===== src/rtl/trap_pkg.sv =====
// Shared types and constants for the interrupt trap sequencer.
package trap_pkg;

  typedef enum logic [2:0] {
    IDLE,
    REQUEST,
    TAKE,
    HANDLER,
    RETURN
  } trap_state_t;

  localparam int TRAP_SYNC_MIN = 2;

endpackage


===== src/rtl/irq_sync.sv =====
// Multi-flop synchronizer for one asynchronous IRQ level, followed by a rising-edge pulse.
module irq_sync
  import trap_pkg::*;
#(
  parameter int SYNC_STAGES = 2
) (
  input  logic clk,
  input  logic rst,
  input  logic level,
  output logic rise
);

  logic [SYNC_STAGES-1:0] sync_q;
  logic                   hist_q;

  if (SYNC_STAGES < TRAP_SYNC_MIN) begin : g_bad_stages
    $error("irq_sync: SYNC_STAGES must be at least TRAP_SYNC_MIN");
  end

  always_ff @(posedge clk) begin
    if (rst) begin
      sync_q <= '0;
      hist_q <= 1'b0;
    end else begin
      sync_q <= {sync_q[SYNC_STAGES-2:0], level};
      hist_q <= sync_q[SYNC_STAGES-1];
    end
  end

  assign rise = sync_q[SYNC_STAGES-1] & ~hist_q;

endmodule


===== src/rtl/trap_ctrl.sv =====
// Interrupt trap sequencer: latches synchronized IRQ edges, picks the lowest enabled index,
// and handshakes with the control FSM to emit one-cycle take/return pulses for the CSR file.
module trap_ctrl
  import trap_pkg::*;
#(
  parameter int NUM_SRC     = 4,
  parameter int SYNC_STAGES = 2
) (
  input  logic                       clk,
  input  logic                       rst,
  input  logic [NUM_SRC-1:0]         irq,
  input  logic [NUM_SRC-1:0]         irq_mask,
  input  logic                       mie,
  input  logic                       mstatus,
  output logic                       int_req,
  input  logic                       int_ack,
  output logic [$clog2(NUM_SRC)-1:0] int_cause,
  output logic                       int_taken,
  input  logic                       mret,
  output logic                       int_ret,
  output logic                       in_handler
);

  localparam int CW = $clog2(NUM_SRC);

  trap_state_t        state, state_nxt;
  logic [NUM_SRC-1:0] rise;
  logic [NUM_SRC-1:0] pending;
  logic [NUM_SRC-1:0] active;
  logic [NUM_SRC-1:0] clr;
  logic [CW-1:0]      sel;
  logic               enabled;

  for (genvar gi = 0; gi < NUM_SRC; gi++) begin : g_sync
    irq_sync #(.SYNC_STAGES(SYNC_STAGES)) u_sync (
      .clk  (clk),
      .rst  (rst),
      .level(irq[gi]),
      .rise (rise[gi])
    );
  end

  assign active  = pending & irq_mask;
  assign enabled = mie & mstatus & (|active);

  // Lowest set index wins: scan downward so the last hit is the smallest.
  always_comb begin
    sel = '0;
    for (int i = NUM_SRC - 1; i >= 0; i--) begin
      if (active[i]) sel = CW'(i);
    end
  end

  always_comb begin
    clr = '0;
    if (state == TAKE) clr[int_cause] = 1'b1;
  end

  // A fresh edge overrides a same-cycle clear so no event is dropped.
  always_ff @(posedge clk) begin
    if (rst) pending <= '0;
    else     pending <= (pending & ~clr) | rise;
  end

  always_ff @(posedge clk) begin
    if (rst) begin
      state     <= IDLE;
      int_cause <= '0;
    end else begin
      state <= state_nxt;
      if (state == IDLE && enabled) int_cause <= sel;
    end
  end

  always_comb begin
    state_nxt = state;
    case (state)
      IDLE: begin
        if (enabled)   state_nxt = REQUEST;
        else if (mret) state_nxt = RETURN;
      end
      REQUEST: begin
        if (int_ack)       state_nxt = TAKE;
        else if (!enabled) state_nxt = IDLE;
      end
      TAKE:    state_nxt = HANDLER;
      HANDLER: if (mret) state_nxt = RETURN;
      RETURN:  state_nxt = IDLE;
      default: state_nxt = IDLE;
    endcase
  end

  always_comb begin
    int_req    = 1'b0;
    int_taken  = 1'b0;
    int_ret    = 1'b0;
    in_handler = 1'b0;
    case (state)
      REQUEST: int_req = 1'b1;
      TAKE: begin
        int_taken  = 1'b1;
        in_handler = 1'b1;
      end
      HANDLER: in_handler = 1'b1;
      RETURN: begin
        int_ret    = 1'b1;
        in_handler = 1'b1;
      end
      default: ;
    endcase
  end

endmodule


===== config.mk =====
export PLATFORM = sky130hd
export DESIGN_NAME = trap_ctrl
export DESIGN_NICKNAME = d
export VERILOG_FILES = /design/src/rtl/trap_pkg.sv /design/src/rtl/irq_sync.sv /design/src/rtl/trap_ctrl.sv
export SDC_FILE = /design/constraint.sdc
export NUM_CORES = 1
export LEC_CHECK = 0
export CAP_MARGIN = 20
export CORE_UTILIZATION = 57
export DETAILED_ROUTE_END_ITERATION = 10
export DONT_BUFFER_PORTS = 1
export GPL_TIMING_DRIVEN = 1
export PLACE_DENSITY = 0.72
export SLEW_MARGIN = 5
export SYNTH_ARGS = -nofsm -noshare
export SYNTH_HDL_FRONTEND = slang
export SYNTH_HIERARCHICAL = 1
export SYNTH_SLANG_ARGS = --single-unit

===== constraint.sdc =====
create_clock -name clk -period 1.69 [get_ports clk]
set_input_delay 0.338 -clock clk [delete_from_list [all_inputs] [get_ports clk]]
set_output_delay 0.338 -clock clk [all_outputs]
set_load 0.1 [all_outputs]

==> flow_summary_export.csv <==
group,metric,value,unit
power_and_ir_drop,vdd_drop_max,0.725,mV
die,initial_core_util,60.7,%
detailed_routing,detail_route.first_pass.iterations,4,
sta,max_freq,611,MHz
final_layout,final_cell_count_no_fill,107,
die,dieArea,1540,um^2
worst_setup_path,critical_path_arrival,1.30,ns
logic_synthesis,syn_area_per_cell,9.63,um^2
grt,grt_usage,20.3,%
logic_synthesis,ys_warn_count,6,
grt,grt_max_degree,23,
power_and_ir_drop,leakage,0.354,nW
final_layout,area_growth,20.0,%
cts,path_clk_slew,0.11,ns
worst_setup_path,end_kind,"output pin",
sta,finalHoldViolCount,0,
power_and_ir_drop,intPower,0.638,mW
sta,fin_crit,1.64,ns
detailed_routing,vias_per_cell,5.59,
cts,cts-root-buf,"clkbuf_4",
place,place_inst,101,
cts,insertion_delay,0.29,ns
logic_synthesis,synth_cells,82,
detailed_routing,drcViolationCount,0,
cts,tritoncts,"done",
final_layout,post-route-util,72.8,%
cts,cts_made_buffers,3,
die,core_area,1300,um^2
logic_synthesis,synth.distinct_cells,26,
place,hpwl,983,um
sta,fin_crit_sh,96.9,%
power_and_ir_drop,p_seq_share,61.8,%
worst_setup_path,cp_max_fo,6,
grt,grt_first_pass_wirelength,2.06,mm
sta,setup_viol,0,
sta,final_max_slew_viol_count,0,
detailed_routing,routed_wl,1.40,mm
power_and_ir_drop,pwr-share-clk,27.0,%
detailed_routing,vias,598,
final_layout,fin_nets,107,
place,globalplace.congestion,0.692,
grt,first_global_vias,477,
power_and_ir_drop,p_per_area,901,nW/um^2
worst_setup_path,cp_data_required_time,1.35,ns
outcome,status,"finished clean",
die,ioPinCount,20,
grt,overflow,0,
cts,clockBufferDepth,2,
logic_synthesis,syn_area,790,um^2
sta,clock_skew,0.000903,ns
cts,cts.htree.levels,1,
power_and_ir_drop,p_sw,0.215,mW
logic_synthesis,ys_ff_latch,21,
worst_setup_path,crit_path_top_delay_cell,"dfxtp_4",
final_layout,mostFrequentLayoutCell,"dfxtp_1",
logic_synthesis,syn-num-nets,96,
sta,tightest_slew,0.440,ns
final_layout,most-common-layout-cells,"dfxtp_1 (18), nor2b_1 (13), nor2_1 (8), nand2_1 (7)",
final_layout,diodes,0,
logic_synthesis,synth_top_cells_by_area,"dfxtp_1 (53%), nor2b_1 (10%), nor2b_2 (4.4%)",
power_and_ir_drop,sw_frac_of_total,25.2,%
detailed_routing,ant_nets,0,
worst_setup_path,critPathMaxStageDelay,0.40,ns
power_and_ir_drop,power_frac_comb,11.1,%
logic_synthesis,synth_top_area_cell,"dfxtp_1",
grt,antenna_found_initial,0,
die,rows,13,
min_path,holdCritPathClass,"input pin to register",
place,io_buffers,0,
cts,cts_hold_buf,0,
worst_setup_path,worstSetupStartpointType,"register",
detailed_routing,drt_iter0_markers,8,
job,cap_viol_max_count,0,
detailed_routing,wl_per_cell,13.1,um
logic_synthesis,yosysSeqAreaShare,53.2,%
sta,max_slew_margin,70.4,%
worst_setup_path,path_class,"register to output pin",
sta,rsz0062_at_grt,"false",
final_layout,layout-drive-gt1-share,25.0,%
logic_synthesis,yosys.area.top_type_share,53.2,%
die,chipHeight,39.2,um
worst_setup_path,crit_chain,"nor2_2 -> and2_2 -> or2_4",
cts,cts.sinks,21,
die,die-width,39.2,um
==> synth_stat cells <==
cell      number
nor4_1         1
nor2_1         9
a311oi_1       1
nand3_1        1
a211o_1        1
nor2b_2        4
a32oi_1        1
a211oi_1       1
nand3b_1       1
or2_2          1
nand2_1        7
nor3b_1        1
and2_1         1
mux2i_1        1
nor2b_1       13
nor3_1         2
nor3b_2        1
a21oi_1        5
a31oi_1        1
clkbuf_1       1
nor4b_1        1
o21ai_0        2
dfxtp_1       21
a22o_1         2
nand2b_1       1
or4b_1         1
==> final timing paths <==
| kind | start | depth (start not counted) | to | slack, ns |
|---|---|---|---|---|
| worst min register to register | g_sync[2].u_sync/sync_q[0] | 1 | g_sync[2].u_sync/sync_q[1] | 0.45 |
| worst max-delay path | state[1] | 3 | in_handler | 0.05 |
| worst max register to register | state[1] | 4 | int_cause[0] | 0.25 |
| worst min-delay path | rst | 1 | state[0] | 0.09 |
==> what timing repair did <==
item / CTS / global route
setup endpoints to repair: 0 / 1
gates resized for setup: 0 / 1
setup buffers: 0 / 2
==> metal layers <==
layer  GRT usage [%]  vias to the layer above  wire [um]
met2            32.1                       19        606
met5               0                        -          0
met3            5.20                        2         79
li1                -                      305          -
met4            7.76                        0         15
met1            26.1                      272        701
==> per-stage QoR <==
| step | TNS (ns) | power (mW) | hold WS [ns] | area (um^2) | setup WS [ns] |
|---|---|---|---|---|---|
| final | 0 | 0.853 | 0.0914 | 947 | 0.0531 |
| after global routing | 0 | 0.886 | 0.0764 | 947 | 0.00449 |
| after CTS | 0 | 0.854 | 0.0866 | 917 | 0.0450 |
| after detailed placement | 0 | 0.632 | 0.403 | 891 | 0.344 |
| after global placement | 0 | 0.630 | 0.401 | 891 | 0.362 |
| after floorplan | -0.477 | 0.619 | 0.410 | 826 | -0.226 |
==> kinds of logic after synthesis <==
kind of cell / count (synthesis) / synth area share, %
AO/OA/AOI/OAI: 14 / 11.7
buffers and inverters: 1 / 0.475
flip-flops: 21 / 53.2
multiplexers: 1 / 1.27
AND/OR/NAND/NOR: 45 / 33.3
==> registers in the layout (all words and copies together) (netlist names) <==
register and count:
pending 4, g_sync.u_sync/hist_q 4, int_cause 2, g_sync.u_sync/sync_q 8
state 3
==> layout make-up <==
cell class,count,area (um^2)
Clock buffer,4,26.3
Sequential cell,21,429
Tap cell,15,18.8
Timing Repair Buffer,7,77.6
Fill cell,102,354
Multi-Input combinational cell,60,395
==> power by group through the flow <==
stage / combinational (mW) / clock, mW / sequential, mW
floorplan: 0.0777 / 0 / 0.541
global placement: 0.0909 / 0 / 0.539
detailed placement: 0.0920 / 0 / 0.540
CTS: 0.0924 / 0.233 / 0.528
global route: 0.101 / 0.254 / 0.531
finish: 0.0948 / 0.231 / 0.528
==> critical path, delay by kind of cell (launching register included) <==
kind | cells | cell delay (ns)
DFF | 1 | 0.40
and+or+nand+nor | 3 | 0.61
Note: power is estimated with default switching activity, not from simulation.
